## config.mk

```make
export PLATFORM = sky130hd
export DESIGN_NAME = lc3_fetch_unit
export DESIGN_NICKNAME = d
export VERILOG_FILES = /design/src/rtl/lc3_fetch_pkg.sv /design/src/rtl/lc3_fetch_fifo.sv /design/src/rtl/lc3_fetch_unit.sv
export SDC_FILE = /design/constraint.sdc
export NUM_CORES = 1
export LEC_CHECK = 0
export CAP_MARGIN = 10
export CORE_ASPECT_RATIO = 0.6
export CORE_MARGIN = 2
export CORE_UTILIZATION = 50
export DETAILED_ROUTE_END_ITERATION = 6
export PLACE_DENSITY = 0.84
export SYNTH_ARGS = -nofsm -noshare
export SYNTH_HDL_FRONTEND = slang
export SYNTH_SLANG_ARGS = --single-unit
```

## constraint.sdc

```tcl
create_clock -name clock -period 6.4 [get_ports clock]
set_input_delay 0.96 -clock clock [delete_from_list [all_inputs] [get_ports clock]]
set_output_delay 0.96 -clock clock [all_outputs]
set_load 0.1 [all_outputs]
```

## src/rtl/lc3_fetch_pkg.sv

```systemverilog
// lc3_fetch_pkg: shared types and constants for the LC3 instruction fetch stage.
//   fetch_state_e    : fetch FSM states (IDLE / WAIT / DROP)
//   fetch_entry_t    : one buffered instruction {instr, npc}
//   PC_RESET_DEFAULT : PC value after reset
// Entry fields are 16 bits wide. The top-level ADDR_W/INSTR_W parameters
// must stay at 16 to match.
package lc3_fetch_pkg;

  localparam logic [15:0] PC_RESET_DEFAULT = 16'h3000;

  typedef enum logic [1:0] {
    IDLE = 2'd0,   // no request outstanding
    WAIT = 2'd1,   // one request outstanding, response wanted
    DROP = 2'd2    // one request outstanding, response to be discarded
  } fetch_state_e;

  typedef struct packed {
    logic [15:0] instr;
    logic [15:0] npc;
  } fetch_entry_t;

endpackage

```

## src/rtl/lc3_fetch_fifo.sv

```systemverilog
// lc3_fetch_fifo: DEPTH-entry FIFO of fetch_entry_t.
//   clock, reset (async, active-low)
//   push/push_data : write an entry (caller never pushes when full)
//   pop            : drop the head (caller never pops when empty)
//   flush          : empty the FIFO; overrides push and pop
//   head           : current head entry (storage read, no bypass)
//   count/full/empty : occupancy
// A pushed entry becomes visible at the head on the next cycle at the earliest.
module lc3_fetch_fifo
  import lc3_fetch_pkg::*;
#(
  parameter int DEPTH = 2,
  localparam int CNT_W = $clog2(DEPTH + 1)
) (
  input  logic               clock,
  input  logic               reset,
  input  logic               push,
  input  fetch_entry_t       push_data,
  input  logic               pop,
  input  logic               flush,
  output fetch_entry_t       head,
  output logic [CNT_W-1:0]   count,
  output logic               full,
  output logic               empty
);

  localparam int PTR_W = (DEPTH > 1) ? $clog2(DEPTH) : 1;

  fetch_entry_t          mem [DEPTH];
  logic [PTR_W-1:0]      rd_ptr;
  logic [PTR_W-1:0]      wr_ptr;

  // Pointer increment with wrap at DEPTH (DEPTH need not be a power of two).
  function automatic logic [PTR_W-1:0] bump(input logic [PTR_W-1:0] p);
    return (p == PTR_W'(DEPTH - 1)) ? '0 : p + 1'b1;
  endfunction

  always_ff @(posedge clock or negedge reset) begin
    if (!reset) begin
      rd_ptr <= '0;
      wr_ptr <= '0;
      count  <= '0;
      for (int i = 0; i < DEPTH; i++) mem[i] <= '0;
    end else if (flush) begin
      rd_ptr <= '0;
      wr_ptr <= '0;
      count  <= '0;
    end else begin
      if (push) begin
        mem[wr_ptr] <= push_data;
        wr_ptr      <= bump(wr_ptr);
      end
      if (pop) rd_ptr <= bump(rd_ptr);
      count <= count + CNT_W'(push) - CNT_W'(pop);
    end
  end

  assign head  = mem[rd_ptr];
  assign empty = (count == '0);
  assign full  = (count == CNT_W'(DEPTH));

endmodule

```

## src/rtl/lc3_fetch_unit.sv

```systemverilog
// lc3_fetch_unit: LC3 instruction fetch stage.
//   clock, reset (async, active-low)
//   enable_fetch           : new imem requests permitted when 1
//   br_taken, taddr        : redirect pulse and target; flushes buffered work
//   imem_req, imem_addr    : one-cycle request strobe and address (addr = PC)
//   imem_rvalid, imem_rdata: in-order response, >=1 cycle after request
//   dout_valid/instr/npc   : FIFO head towards decode
//   dout_ready             : decode accepts head when dout_valid & dout_ready
//   err_spurious           : sticky, response seen with nothing outstanding
//   dbg_state              : fetch FSM state
// Handshake: an entry transfers on a cycle where dout_valid and dout_ready are
// both 1; dout_valid never depends on dout_ready, and the head holds until taken
// or flushed by a redirect.
module lc3_fetch_unit
  import lc3_fetch_pkg::*;
#(
  parameter int              ADDR_W    = 16,
  parameter int              INSTR_W   = 16,
  parameter logic [ADDR_W-1:0] PC_RESET = PC_RESET_DEFAULT,
  parameter int              BUF_DEPTH = 2
) (
  input  logic               clock,
  input  logic               reset,
  input  logic               enable_fetch,
  input  logic               br_taken,
  input  logic [ADDR_W-1:0]  taddr,
  output logic               imem_req,
  output logic [ADDR_W-1:0]  imem_addr,
  input  logic               imem_rvalid,
  input  logic [INSTR_W-1:0] imem_rdata,
  output logic               dout_valid,
  output logic [INSTR_W-1:0] dout_instr,
  output logic [ADDR_W-1:0]  dout_npc,
  input  logic               dout_ready,
  output logic               err_spurious,
  output logic [1:0]         dbg_state
);

  localparam int CNT_W = $clog2(BUF_DEPTH + 1);

  fetch_state_e       state;
  logic [ADDR_W-1:0]  pc;
  logic [ADDR_W-1:0]  req_pc;
  logic               run_q;     // 0 during reset and the first cycle after, gates imem_req
  logic               err_q;

  fetch_entry_t       push_entry;
  fetch_entry_t       head;
  logic [CNT_W-1:0]   fifo_count;
  logic               fifo_full;
  logic               fifo_empty;

  logic               pop;
  logic               push;
  logic               slot;
  logic [CNT_W:0]     occ;
  logic               issue;

  always_comb begin
    // A redirect voids the pop and discards any response arriving with it.
    pop  = !fifo_empty && dout_ready && !br_taken;
    push = (state == WAIT) && imem_rvalid && !br_taken;
    // Only one request may be in flight; a WAIT response frees the slot in
    // the same cycle so back-to-back issue is possible.
    slot = (state == IDLE) || ((state == WAIT) && imem_rvalid);
    // Occupancy after this cycle's pop/push, plus the request about to issue.
    occ  = {1'b0, fifo_count} - (CNT_W+1)'(pop) + (CNT_W+1)'(push);
    issue = run_q && enable_fetch && !br_taken && slot &&
            (occ < (CNT_W+1)'(BUF_DEPTH));
    push_entry.instr = imem_rdata;
    push_entry.npc   = req_pc + 1'b1;
  end

  always_ff @(posedge clock or negedge reset) begin
    if (!reset) begin
      state  <= IDLE;
      pc     <= PC_RESET;
      req_pc <= PC_RESET;
      run_q  <= 1'b0;
      err_q  <= 1'b0;
    end else begin
      run_q <= 1'b1;
      if (imem_rvalid && (state == IDLE)) err_q <= 1'b1;
      if (br_taken) begin
        pc <= taddr;
        // A response still in flight must be swallowed; one arriving now is
        // simply discarded.
        if ((state != IDLE) && !imem_rvalid) state <= DROP;
        else                                 state <= IDLE;
      end else begin
        case (state)
          IDLE:    if (issue) state <= WAIT;
          WAIT:    if (imem_rvalid) state <= issue ? WAIT : IDLE;
          DROP:    if (imem_rvalid) state <= IDLE;
          default: state <= IDLE;
        endcase
        if (issue) begin
          req_pc <= pc;
          pc     <= pc + 1'b1;
        end
      end
    end
  end

  lc3_fetch_fifo #(.DEPTH(BUF_DEPTH)) u_fifo (
    .clock     (clock),
    .reset     (reset),
    .push      (push),
    .push_data (push_entry),
    .pop       (pop),
    .flush     (br_taken),
    .head      (head),
    .count     (fifo_count),
    .full      (fifo_full),
    .empty     (fifo_empty)
  );

  assign imem_req     = issue;
  assign imem_addr    = pc;
  assign dout_valid   = !fifo_empty;
  assign dout_instr   = head.instr;
  assign dout_npc     = head.npc;
  assign err_spurious = err_q;
  assign dbg_state    = state;

endmodule

```

==> implementation parameters, run 1 <==
Parameter                              Value

Clock tree
  Number of post-CTS setup repair buffers ... 0
  Insertion delay of the later-clocked pin in the worst-skew pair ... 350 ps
  Post-cts hold buffer count ... 0
  CTS tree ... done
  Post-cts gate resize count ... 0
  TritonCTS buffer count ... 9
  Root cell of the clock tree ... sky130_fd_sc_hd__clkbuf_16
  Num Clock Sinks ... 104
  Reg clk slew, reported paths ... 70 ps
  Buffer depth of the longest clock path ... 2
  CTS HTree Levels ... 3

Synth
  Seq/Total Area, Yosys ... 52.99%
  Biggest area consumer among synthesized cells ... sky130_fd_sc_hd__dfrtp_1
  Share of Yosys cell area claimed by the top area cell type ... 50.85%
  Seq cells post-synth ... 104
  Count of flip-flops with a built-in enable after synthesis ... 0
  Synth cell count leaders ... sky130_fd_sc_hd__nand2_1 (189), sky130_fd_sc_hd__dfrtp_1 (100), sky130_fd_sc_hd__o21ai_0 (39)
  Ys Warns ... 0
  Dominant synthesized flop cell ... sky130_fd_sc_hd__dfrtp_1
  Main area contributors after synthesis ... sky130_fd_sc_hd__dfrtp_1 (51%), sky130_fd_sc_hd__nand2_1 (14%), sky130_fd_sc_hd__mux2_2 (7.3%)
  Mapped cell area ... 0.004921 mm^2
  Mean cell area of the mapped netlist ... 9.285 um^2
  Dominant cell by count in the synthesized netlist ... sky130_fd_sc_hd__nand2_1
  Number of instances in the synthesized netlist ... 530
  Share of synthesized registers carrying an async set or reset ... 100.0%
  Count of unique library cells instantiated by Yosys ... 48
  Post-Synthesis Net Count ... 573

Route
  Total Routed Length ... 12270 um
  1st-iter DRT viols ... 331
  Total DRC errors in the routed layout ... 0
  Total vias in the final route ... 4100
  Routed Antenna Nets ... 0
  Number of optimization iterations in the first detailed-route pass ... 5
  Wire length per cell after detailed routing ... 16.38 um
  Vias per inst ... 5.474

STA
  Final worst-path setup slack ... 1613 ps
  Actual transition at the worst max-transition pin ... 1004 ps
  Count of final setup violators ... 0
  Top achievable clock speed ... 208.9 MHz
  Setup TNS ... 0 ps
  Rel. slew slack ... 32.84%
  Final critical delay including setup and external delays ... 4787 ps
  Worst Clk Skew ... 6.830 ps
  Count of pins over their slew limit ... 0
  Number of hold violations in the final report ... 0
  Unrepaired setup endpoints after global routing ... false
  Final critical-path share of the clock period ... 74.79%

Critical path
  Highest fanout seen on the critical path ... 42
  Critical path launch point ... br_taken
  Reg-to-Reg Start ... u_fifo.count[1]
  Path depth of the worst reg2reg path ... 15
  Worst endpoint data arrival time ... 3830 ps
  CP required ... 5440 ps
  Kind of launch point of the worst setup path ... input pin
  Setup crit end ... imem_req
  CP Capture Type ... output port
  FF-to-FF setup slack ... 2830 ps
  Endpoint of the worst-slack reg-to-reg timing path ... imem_addr[10]
  Classification of the worst setup path ... in2out

Finish
  # nets final ... 657
  Filler-free cell count of the finished design ... 749
  Fillers ... 735
  Ant diodes ... 0
  Fraction of layout cells with a size suffix above 1 ... 11.31%
  Summed area of non-filler cells in the final layout ... 0.006266 mm^2
  Synthesis-to-layout area growth ... 27.33%

Power and ir drop
  Worst vdd rail ir drop ... 255.2 uV
  Sum of internal, switching and leakage power ... 2.716 mW
  Power Dens Cells ... 433.5 mW/mm^2
  Leak pwr ... 2.854 nW

Die
  Overall die area ... 0.01068 mm^2
  Chip height ... 80.85 um
  Standard-cell row count ... 27
  Initial cell density of the core ... 52.59%
  Core region area ... 0.009358 mm^2
  Number of top-level pins ... 91
  Die outline width ... 132.1 um

Global route
  Wire length of the first global-routing pass ... 20280 um
  Congestion Overflow GR ... 0
  Number of global-route vias before repair ... 4083
  Maximum number of pins on one net before global-route repair ... 81
  Antenna violations before repair ... 0
  All-layer global routing usage ... 24.08%

Place
  Placed wire-length estimate after detailed placement ... 8232 um
  Placed inst area ... 0.005956 mm^2
  Number of placed cells counting well taps ... 733
  Worst-case setup slack after placement ... 1632 ps
  Gp weighted congestion ... 0.8913
  Count of buffers from port buffering ... 90

Status
  Run status ... complete, no violations

Worst hold path
  Hold path startpoint ... u_fifo.mem[49]
  Worst hold path class ... reg2reg

Flow run
  Number of max-cap violations ... 0
==> state kept, by name (all words and copies together), names as in the netlist <==
register       count
dbg_state          2
err_spurious       1
imem_addr         16
req_pc            16
run_q              1
u_fifo.count       2
u_fifo.mem        64
u_fifo.rd_ptr      1
u_fifo.wr_ptr      1
==> report_power, final <==
| group | total [mW] | switching [mW] | internal, mW |
|---|---|---|---|
| sequential | 0.917 | 0.119 | 0.798 |
| clock | 0.572 | 0.260 | 0.311 |
| combinational | 1.23 | 0.911 | 0.317 |
| total | 2.72 | 1.29 | 1.43 |
==> cell type report <==
cell class	instances	area, um^2	area share [%]
flip-flops and latches	104	2608	41.61
clock inverters	7	85.08	1.358
well taps	130	162.7	2.596
clock buffers	9	225.2	3.594
multi-input cells	387	2161	34.48
inverters	13	48.80	0.7788
repair buffers	99	975.9	15.58
==> critical path, cell delays in order <==
cell and delay [ps]:
sky130_fd_sc_hd__clkdlybuf4s50_1 450, sky130_fd_sc_hd__buf_4 280, sky130_fd_sc_hd__nor2_1 90, sky130_fd_sc_hd__ha_1 280
sky130_fd_sc_hd__inv_1 40, sky130_fd_sc_hd__ha_1 160, sky130_fd_sc_hd__inv_1 70, sky130_fd_sc_hd__fa_1 420
sky130_fd_sc_hd__and4b_1 270, sky130_fd_sc_hd__nand4_1 100, sky130_fd_sc_hd__buf_4 350, sky130_fd_sc_hd__inv_1 150
sky130_fd_sc_hd__buf_12 190
==> logic make-up (layout without fill, tap and decap cells) <==
kind of cell	count (synthesis)	in the layout	share of synthesized area [%]
other cells	1	1	0.07620
xor+xnor	15	15	2.670
buf+inv	39	128	3.102
simple gates	263	263	23.09
fa+ha+maj	5	5	1.424
mux	33	33	7.526
flops	104	104	52.99
compound gates	70	70	9.128
==> metrics by stage <==
step           hold WS [ps]  utilization, %
2_1_floorplan         440.1               -
3_3_place_gp          451.3           63.64
3_5_place_dp          460.6           63.64
4_1_cts               480.0           66.96
5_1_grt               500.0           66.96
6_report              478.2           66.96
==> cell usage in the layout (no fill, tap or decap), types with 2 or more instances in the layout <==
master                            instances
sky130_fd_sc_hd__a21oi_1                  3
sky130_fd_sc_hd__a221o_1                  7
sky130_fd_sc_hd__a22oi_1                  2
sky130_fd_sc_hd__a31oi_1                  5
sky130_fd_sc_hd__a41o_1                   2
sky130_fd_sc_hd__and2_1                   2
sky130_fd_sc_hd__and4_1                   3
sky130_fd_sc_hd__buf_4                   10
sky130_fd_sc_hd__clkbuf_16                9
sky130_fd_sc_hd__clkdlybuf4s50_1         88
sky130_fd_sc_hd__clkinv_4                 3
sky130_fd_sc_hd__dfrtp_1                100
sky130_fd_sc_hd__dfstp_2                  4
sky130_fd_sc_hd__ha_1                     4
sky130_fd_sc_hd__inv_1                   13
sky130_fd_sc_hd__inv_6                    2
sky130_fd_sc_hd__mux2_2                  32
sky130_fd_sc_hd__nand2_1                189
sky130_fd_sc_hd__nand2b_1                 2
sky130_fd_sc_hd__nand3_1                 12
sky130_fd_sc_hd__nand4_1                  8
sky130_fd_sc_hd__nor2_1                  18
sky130_fd_sc_hd__nor3_1                   5
sky130_fd_sc_hd__nor3b_1                  2
sky130_fd_sc_hd__nor4_1                   5
sky130_fd_sc_hd__o211ai_1                 4
sky130_fd_sc_hd__o21ai_0                 39
sky130_fd_sc_hd__or2_2                    2
sky130_fd_sc_hd__or3_1                    7
sky130_fd_sc_hd__or4_1                    2
sky130_fd_sc_hd__xnor2_1                  6
sky130_fd_sc_hd__xor2_1                   9
==> how the worst min path moves through the flow <==
stage	end	slack (ps)	cells past startpoint
2_1_floorplan	u_fifo.mem[16]	440	2
3_3_place_gp	u_fifo.mem[19]	450	2
3_5_place_dp	u_fifo.mem[31]	460	2
4_1_cts	u_fifo.mem[24]	480	2
5_1_grt	u_fifo.mem[42]	500	2
6_report	u_fifo.mem[49]	480	2
==> metal layers <==
layer | up-vias | share of wire (%) | global-route usage [%]
met4 | 0 | 1.1 | 7.065
met3 | 16 | 7.2 | 6.492
met2 | 165 | 44 | 37.14
met5 | - | 0 | 0
li1 | 1958 | - | -
met1 | 1961 | 47 | 33.82
(Power assumes the default switching activity.)
==> run 2, diff against run 1 <==
==> constraint.sdc (replaced) <==
create_clock -name clock -period 5 [get_ports clock]
set_input_delay 0.75 -clock clock [delete_from_list [all_inputs] [get_ports clock]]
set_output_delay 0.75 -clock clock [all_outputs]
set_load 0.1 [all_outputs]
==> run 2 against run 1 <==
Compared with the run above:
- combinational power increased by 28%
- wire length decreased by 1.9%
- sequential share of layout area increased by 0.092 points
- global-route usage decreased by 0.30 points
- die area unchanged
- via count increased by 0.46%
- register-to-register slack got worse by 1200 ps
- first-iteration DRC count decreased by 11%
- non-clock buffer count unchanged
- critical path depth decreased by 2
- setup slack got worse by 550 ps
- largest power group unchanged
- highest routed layer unchanged
==> implementation parameters, run 2 (synthesized netlist as in run 1, its figures left out) <==
Parameter                              Value

Place
  Count of buffers from port buffering ... 90 (unchanged)
  Placed wire-length estimate after detailed placement ... 8343 um (+1.3%)
  Gp weighted congestion ... 0.8739 (-2.0%)

Route
  Number of optimization iterations in the first detailed-route pass ... 5 (unchanged)
  1st-iter DRT viols ... 296 (-11%)
  Routed met2 length ... 5248 um (-3.6%)
  Vias per inst ... 5.507 (+0.60%)
  Routed Antenna Nets ... 0 (unchanged)
  Detailed-routed wire length on met3 ... 979 um (+10%)
  Total DRC errors in the routed layout ... 0 (unchanged)
  Total Routed Length ... 12040 um (-1.9%)
  Total vias in the final route ... 4119 (+0.46%)
  Routed length on met1 ... 5693 um (-1.8%)
  Wire length per cell after detailed routing ... 16.09 um (-1.8%)
  DR top layer ... met4

Global route
  Antenna violations before repair ... 0 (unchanged)
  All-layer global routing usage ... 23.78% (-0.30 points)
  Maximum number of pins on one net before global-route repair ... 56 (-31%)
  Congestion Overflow GR ... 0 (unchanged)
  Wire length of the first global-routing pass ... 19690 um (-2.9%)
  Number of global-route vias before repair ... 3928 (-3.8%)

Clock tree
  Number of post-CTS setup repair buffers ... 0 (unchanged)
  CTS HTree Levels ... 3 (unchanged)
  Num Clock Sinks ... 104 (unchanged)
  Post-cts gate resize count ... 0 (unchanged)
  Root cell of the clock tree ... sky130_fd_sc_hd__clkbuf_16
  Reg clk slew, reported paths ... 70 ps (about the same)
  TritonCTS buffer count ... 9 (unchanged)
  Post-cts hold buffer count ... 0 (unchanged)
  CTS tree ... done
  Buffer depth of the longest clock path ... 2 (unchanged)
  Insertion delay of the later-clocked pin in the worst-skew pair ... 350 ps (about the same)

STA
  Count of final setup violators ... 0 (unchanged)
  Actual transition at the worst max-transition pin ... 1037 ps (+32.41 ps)
  Final critical-path share of the clock period ... 78.73%
  Final critical delay including setup and external delays ... 3937 ps
  Count of pins over their slew limit ... 0 (unchanged)
  Unrepaired setup endpoints after global routing ... false
  Setup TNS ... 0 ps (unchanged)
  Top achievable clock speed ... 254.0 MHz
  Rel. slew slack ... 30.68% (-2.2 points)
  Number of hold violations in the final report ... 0 (unchanged)
  Worst Clk Skew ... 8.346 ps (+1.516 ps)
  Worst hold slack after final layout ... 439.0 ps (-39.23 ps)

Flow run
  Number of max-cap violations ... 0 (unchanged)

Finish
  Fraction of layout cells with a size suffix above 1 ... 11.17% (-0.14 points)
  Final core utilization ... 66.81% (-0.15 points)
  Most common cell after layout, fill and taps aside ... sky130_fd_sc_hd__nand2_1
  Ant diodes ... 0 (unchanged)
  Synthesis-to-layout area growth ... 27.05%
  Flip-flop count of the largest register, all copies and words added ... 64 (unchanged)
  Register containing the most flip-flops in the final layout ... u_fifo.mem
  # nets final ... 657 (unchanged)
  Commonest non-fill, non-tap cells in the layout ... sky130_fd_sc_hd__nand2_1 (189), sky130_fd_sc_hd__dfrtp_1 (100), sky130_fd_sc_hd__clkdlybuf4s50_1 (88), sky130_fd_sc_hd__o21ai_0 (39), sky130_fd_sc_hd__mux2_2 (32)

Power and ir drop
  Leak pwr ... 2.839 nW (-0.52%)
  Worst vdd rail ir drop ... 409.7 uV (+61%)
  Sum of internal, switching and leakage power ... 3.443 mW (+27%)
  Power Dens Cells ... 550.6 mW/mm^2 (+27%)

Critical path
  CP most frequent cell ... sky130_fd_sc_hd__inv_1
  Endpoint of the worst-slack reg-to-reg timing path ... imem_addr[15]
  Highest fanout seen on the critical path ... 4 (-90%)
  Reg-to-Reg Start ... u_fifo.count[1]
  CP Capture Type ... output port
  Classification of the worst setup path ... in2out
  Kind of launch point of the worst setup path ... input pin
  Path depth of the worst reg2reg path ... 13 (-2)
  CP required ... 4250 ps (-1190 ps)
  Worst stage delay on the critical path ... 540 ps (+90 ps)
  Master of the slowest instance on the critical path ... sky130_fd_sc_hd__clkdlybuf4s50_1
  Worst endpoint data arrival time ... 3190 ps (-640 ps)
  Worst path cell trace ... clkdlybuf4s50_1 > nor2_1 > ha_1 > inv_1 > ha_1 > inv_1 > fa_1 > and4b_1 > nand4_1 > inv_1 > buf_12
  FF-to-FF setup slack ... 1630 ps (-1200 ps)

Worst hold path
  Worst hold path class ... in2async

Die
  Number of top-level pins ... 91 (unchanged)
  Die outline width ... 132.1 um (unchanged)
  Standard-cell row count ... 27 (unchanged)
  Core region area ... 0.009358 mm^2 (unchanged)
  Overall die area ... 0.01068 mm^2 (unchanged)
  Initial cell density of the core ... 52.59% (unchanged)
  Chip height ... 80.85 um (unchanged)

Status
  Run status ... complete, no violations
## run 2: cell types whose count changed in the layout (fill, tap and decap cells not counted)
cell                         before  now
sky130_fd_sc_hd__clkinvlp_4       0    2
sky130_fd_sc_hd__inv_6            2    0
sky130_fd_sc_hd__inv_8            1    0
## run 2: final cells by class
type,count,area [um^2]
clock buffers,9,225.2
clock inverters,6,71.32
fillers,718,3105
inverters,13,48.80
multi-input cells,387,2161
flip-flops and latches,104,2608
well taps,130,162.7
repair buffers,99,975.9
## run 2: layer usage
| metal | up-vias | track usage (%) |
|---|---|---|
| met5 | - | 0 |
| li1 | 1954 | - |
| met4 | 0 | 7.065 |
| met2 | 158 | 35.47 |
| met1 | 1994 | 33.65 |
| met3 | 13 | 7.428 |
## run 2: worst max-delay path by stage
| stage | start | to | slack [ps] |
|---|---|---|---|
| after floorplan | br_taken | imem_req | 810 |
| after detailed placement | br_taken | imem_req | 1070 |
| after CTS | br_taken | imem_req | 1070 |
| after global placement | dout_ready | imem_req | 1180 |
| after global routing | dout_ready | imem_req | 870 |
| final | br_taken | imem_req | 1060 |
## run 2: critical path: cells and delay by family
kind                       cells  cell delay (ps)
adders and majority gates      3              930
and+or+nand+nor                3              480
buffers and inverters          5             1030
## run 2: report_power, final
group | internal, mW | leakage (nW) | switching [mW]
logic | 0.406 | 1.35 | 1.16
registers | 1.02 | 1.35 | 0.152
clock network | 0.388 | 0.138 | 0.315
## run 2: per-stage QoR
stage                     setup WS (ps)  area (um^2)  cells
final                              1063         6252    748
after global routing              869.4         6252    748
after CTS                          1066         6252    748
after detailed placement           1067         5956    733
after global placement             1181         5956    733
after floorplan                   814.4         4921    530
==> run 3, diff against run 2 <==
--- a/config.mk
+++ b/config.mk
@@ -8,9 +8,9 @@
 export CAP_MARGIN = 10
 export CORE_ASPECT_RATIO = 0.6
 export CORE_MARGIN = 2
-export CORE_UTILIZATION = 50
+export CORE_UTILIZATION = 47
 export DETAILED_ROUTE_END_ITERATION = 6
-export PLACE_DENSITY = 0.84
+export PLACE_DENSITY = 0.83
 export SYNTH_ARGS = -nofsm -noshare
 export SYNTH_HDL_FRONTEND = slang
 export SYNTH_SLANG_ARGS = --single-unit
==> constraint.sdc (replaced) <==
create_clock -name clock -period 3.2 [get_ports clock]
set_input_delay 0.48 -clock clock [delete_from_list [all_inputs] [get_ports clock]]
set_output_delay 0.48 -clock clock [all_outputs]
set_load 0.1 [all_outputs]
==> run 3 against run 2 <==
Compared with the run above:
- the flow now finishes with violations (negative setup slack)
- first-iteration DRC count is 2.7% higher
- worst hold slack worse by 170 ps
- combinational power is 71% higher
- power is 60% higher
- wire length is 0.21% lower
- sequential cell count stayed put
- sequential power is 56% higher
- largest cell class unchanged
==> implementation parameters, run 3 (synthesized netlist as in run 1, its figures left out) <==
Parameter                              Value

STA
  Top achievable clock speed ... 312.3 MHz
  Final critical-path share of the clock period ... 100.1%
  Count of final setup violators ... 1 (+1)
  Actual transition at the worst max-transition pin ... 978.2 ps (-58.43 ps)
  Count of pins over their slew limit ... 0 (unchanged)
  Worst Clk Skew ... 5.739 ps (-2.607 ps)
  Worst hold slack after final layout ... 272.4 ps (-166.6 ps)
  Final critical delay including setup and external delays ... 3202 ps
  Final worst-path setup slack ... -1.829 ps (-1065 ps)
  Unrepaired setup endpoints after global routing ... true
  Rel. slew slack ... 34.79% (+4.1 points)
  Number of hold violations in the final report ... 0 (unchanged)

Route
  Total Routed Length ... 12010 um (-0.21%)
  1st-iter DRT viols ... 304 (+2.7%)
  Routed Antenna Nets ... 0 (unchanged)
  Total DRC errors in the routed layout ... 0 (unchanged)
  Vias per inst ... 5.404 (-1.9%)
  Number of optimization iterations in the first detailed-route pass ... 5 (unchanged)
  Wire length per cell after detailed routing ... 15.62 um (-2.9%)
  Total vias in the final route ... 4156 (+0.90%)

Die
  Standard-cell row count ... 28 (+3.7%)
  Core region area ... 0.01002 mm^2 (+7.1%)
  Overall die area ... 0.01133 mm^2 (+6.1%)
  Chip height ... 83.26 um (+3.0%)
  Number of top-level pins ... 91 (unchanged)
  Die outline width ... 136.1 um (+3.0%)
  Initial cell density of the core ... 49.11% (-3.5 points)

Finish
  Register containing the most flip-flops in the final layout ... u_fifo.mem
  Synthesis-to-layout area growth ... 30.64%
  Fraction of layout cells with a size suffix above 1 ... 21.92% (+11 points)
  Most common cell after layout, fill and taps aside ... sky130_fd_sc_hd__nand2_1
  Ant diodes ... 0 (unchanged)
  # nets final ... 672 (+2.3%)
  Final core utilization ... 64.16% (-2.7 points)
  Filler-free cell count of the finished design ... 769 (+2.8%)
  Flip-flop count of the largest register, all copies and words added ... 64 (unchanged)
  Commonest non-fill, non-tap cells in the layout ... sky130_fd_sc_hd__nand2_1 (188), sky130_fd_sc_hd__dfrtp_1 (98), sky130_fd_sc_hd__buf_4 (61), sky130_fd_sc_hd__o21ai_0 (39), sky130_fd_sc_hd__clkdlybuf4s50_1 (36)

Clock tree
  Root cell of the clock tree ... sky130_fd_sc_hd__clkbuf_16
  Buffer depth of the longest clock path ... 2 (unchanged)
  Post-cts hold buffer count ... 0 (unchanged)
  Insertion delay of the later-clocked pin in the worst-skew pair ... 340 ps (about the same)
  CTS HTree Levels ... 3 (unchanged)
  CTS tree ... done
  TritonCTS buffer count ... 9 (unchanged)
  Num Clock Sinks ... 104 (unchanged)
  Reg clk slew, reported paths ... 70 ps (about the same)

Global route
  Antenna violations before repair ... 0 (unchanged)
  All-layer global routing usage ... 22.05% (-1.7 points)
  Congestion Overflow GR ... 0 (unchanged)
  Number of global-route vias before repair ... 3998 (+1.8%)
  Wire length of the first global-routing pass ... 19890 um (+1.1%)
  Maximum number of pins on one net before global-route repair ... 80 (+43%)

Critical path
  CP Capture Type ... output port
  Worst stage delay on the critical path ... 480 ps (-60 ps)
  CP required ... 2720 ps (-1530 ps)
  Classification of the worst setup path ... reg2out
  Highest fanout seen on the critical path ... 2 (-2)
  Worst endpoint data arrival time ... 2720 ps (-470 ps)
  Master of the slowest instance on the critical path ... sky130_fd_sc_hd__fa_1
  FF-to-FF setup slack ... 150 ps (-1480 ps)
  Kind of launch point of the worst setup path ... flop
  Cell family with most CP delay ... adder cells
  Worst path cell trace ... or2_4 > nand2_4 > nor2_2 > ha_1 > inv_1 > ha_1 > inv_1 > fa_1 > and4b_1 > nand4_1 > inv_2 > buf_12
  Combined buffer and inverter count along the critical path ... 4 (-1)

Power and ir drop
  Power Internal ... 2.949 mW (+62%)
  Power Dens Cells ... 856.3 mW/mm^2 (+56%)
  Share of power burned in the clock network ... 18.2% (-2.2 points)
  Worst vdd rail ir drop ... 466.7 uV (+14%)
  Sequential cell fraction of total power ... 33.1% (-1.0 points)
  Power spent charging and discharging nets ... 2.556 mW (+57%)
  Leak pwr ... 3.035 nW (+6.9%)
  Proportion of power drawn by combinational gates ... 48.6% (+3.1 points)
  Switching part of the total power ... 46.43% (-0.84 points)

Place
  Gp weighted congestion ... 0.8702 (-0.42%)
  Placed wire-length estimate after detailed placement ... 8570 um (+2.7%)
  Count of buffers from port buffering ... 90 (unchanged)
  Number of placed cells counting well taps ... 750 (+2.3%)

Flow run
  Number of max-cap violations ... 0 (unchanged)

Status
  Run status ... finished, violations left
  Failing checks ... negative setup slack

Worst hold path
  Worst hold path class ... in2async
run 3: cell count changes in the layout (fill, tap and decap cells not counted), sizes merged:
cell	change
clkinvlp	-2
bufinv	-1
clkbuf	+4
clkdlybuf4s50	-52
buf	+67
run 3: power groups by stage:
stage                     clock network (mW)  logic [mW]  registers (mW)
after floorplan                            0        1.73            1.96
after global placement                     0        2.64            1.82
after detailed placement                   0        2.68            1.85
after CTS                               1.02        2.69            1.82
after global routing                    1.07        2.79            1.86
final                                   1.00        2.68            1.82
run 3: per-stage QoR:
step | setup TNS, ps | instance area, um^2 | power [mW] | setup slack (ps)
6_report | -1.829 | 6429 | 5.505 | -1.829
5_1_grt | -118.1 | 6429 | 5.729 | -118.1
4_1_cts | -4.454 | 6414 | 5.529 | -4.454
3_5_place_dp | -699.8 | 6130 | 4.522 | -85.56
3_3_place_gp | -158.9 | 6130 | 4.465 | -38.16
2_1_floorplan | -4.993 | 4951 | 3.691 | -4.993
run 3: cell type report:
type	instances	area [um^2]
clock buffers	13	250.2
clock inverters	3	18.77
fillers	808	3591
inverters	13	48.80
multi-input cells	387	2173
flip-flops and latches	104	2610
well taps	135	168.9
repair buffers	114	1159
run 3: path summary, 6_finish.rpt:
path                       cells past startpoint             from             end
max                                           12  u_fifo.count[1]        imem_req
min                                            1            reset  u_fifo.mem[38]
max reg2reg                                   15  u_fifo.count[1]    imem_addr[4]
min reg2reg                                    2   u_fifo.mem[16]  u_fifo.mem[16]
max in group asynchronous                      2            reset    dbg_state[1]
min in group clock                             2   u_fifo.mem[16]  u_fifo.mem[16]
run 3: per-layer routing:
| metal | track usage [%] | vias to the layer above | part of all wire (%) |
|---|---|---|---|
| li1 | - | 1992 | - |
| met1 | 33.41 | 2015 | 49 |
| met2 | 31.93 | 145 | 44 |
| met3 | 6.288 | 4 | 7.1 |
| met4 | 3.409 | 0 | 0.24 |
| met5 | 0 | - | 0 |
run 3: timing repair:
item,4_1_cts,5_1_grt
pin swaps,0,1
endpoints found under the setup margin,1,1
resized for setup,1,2
buffers inserted,2,1
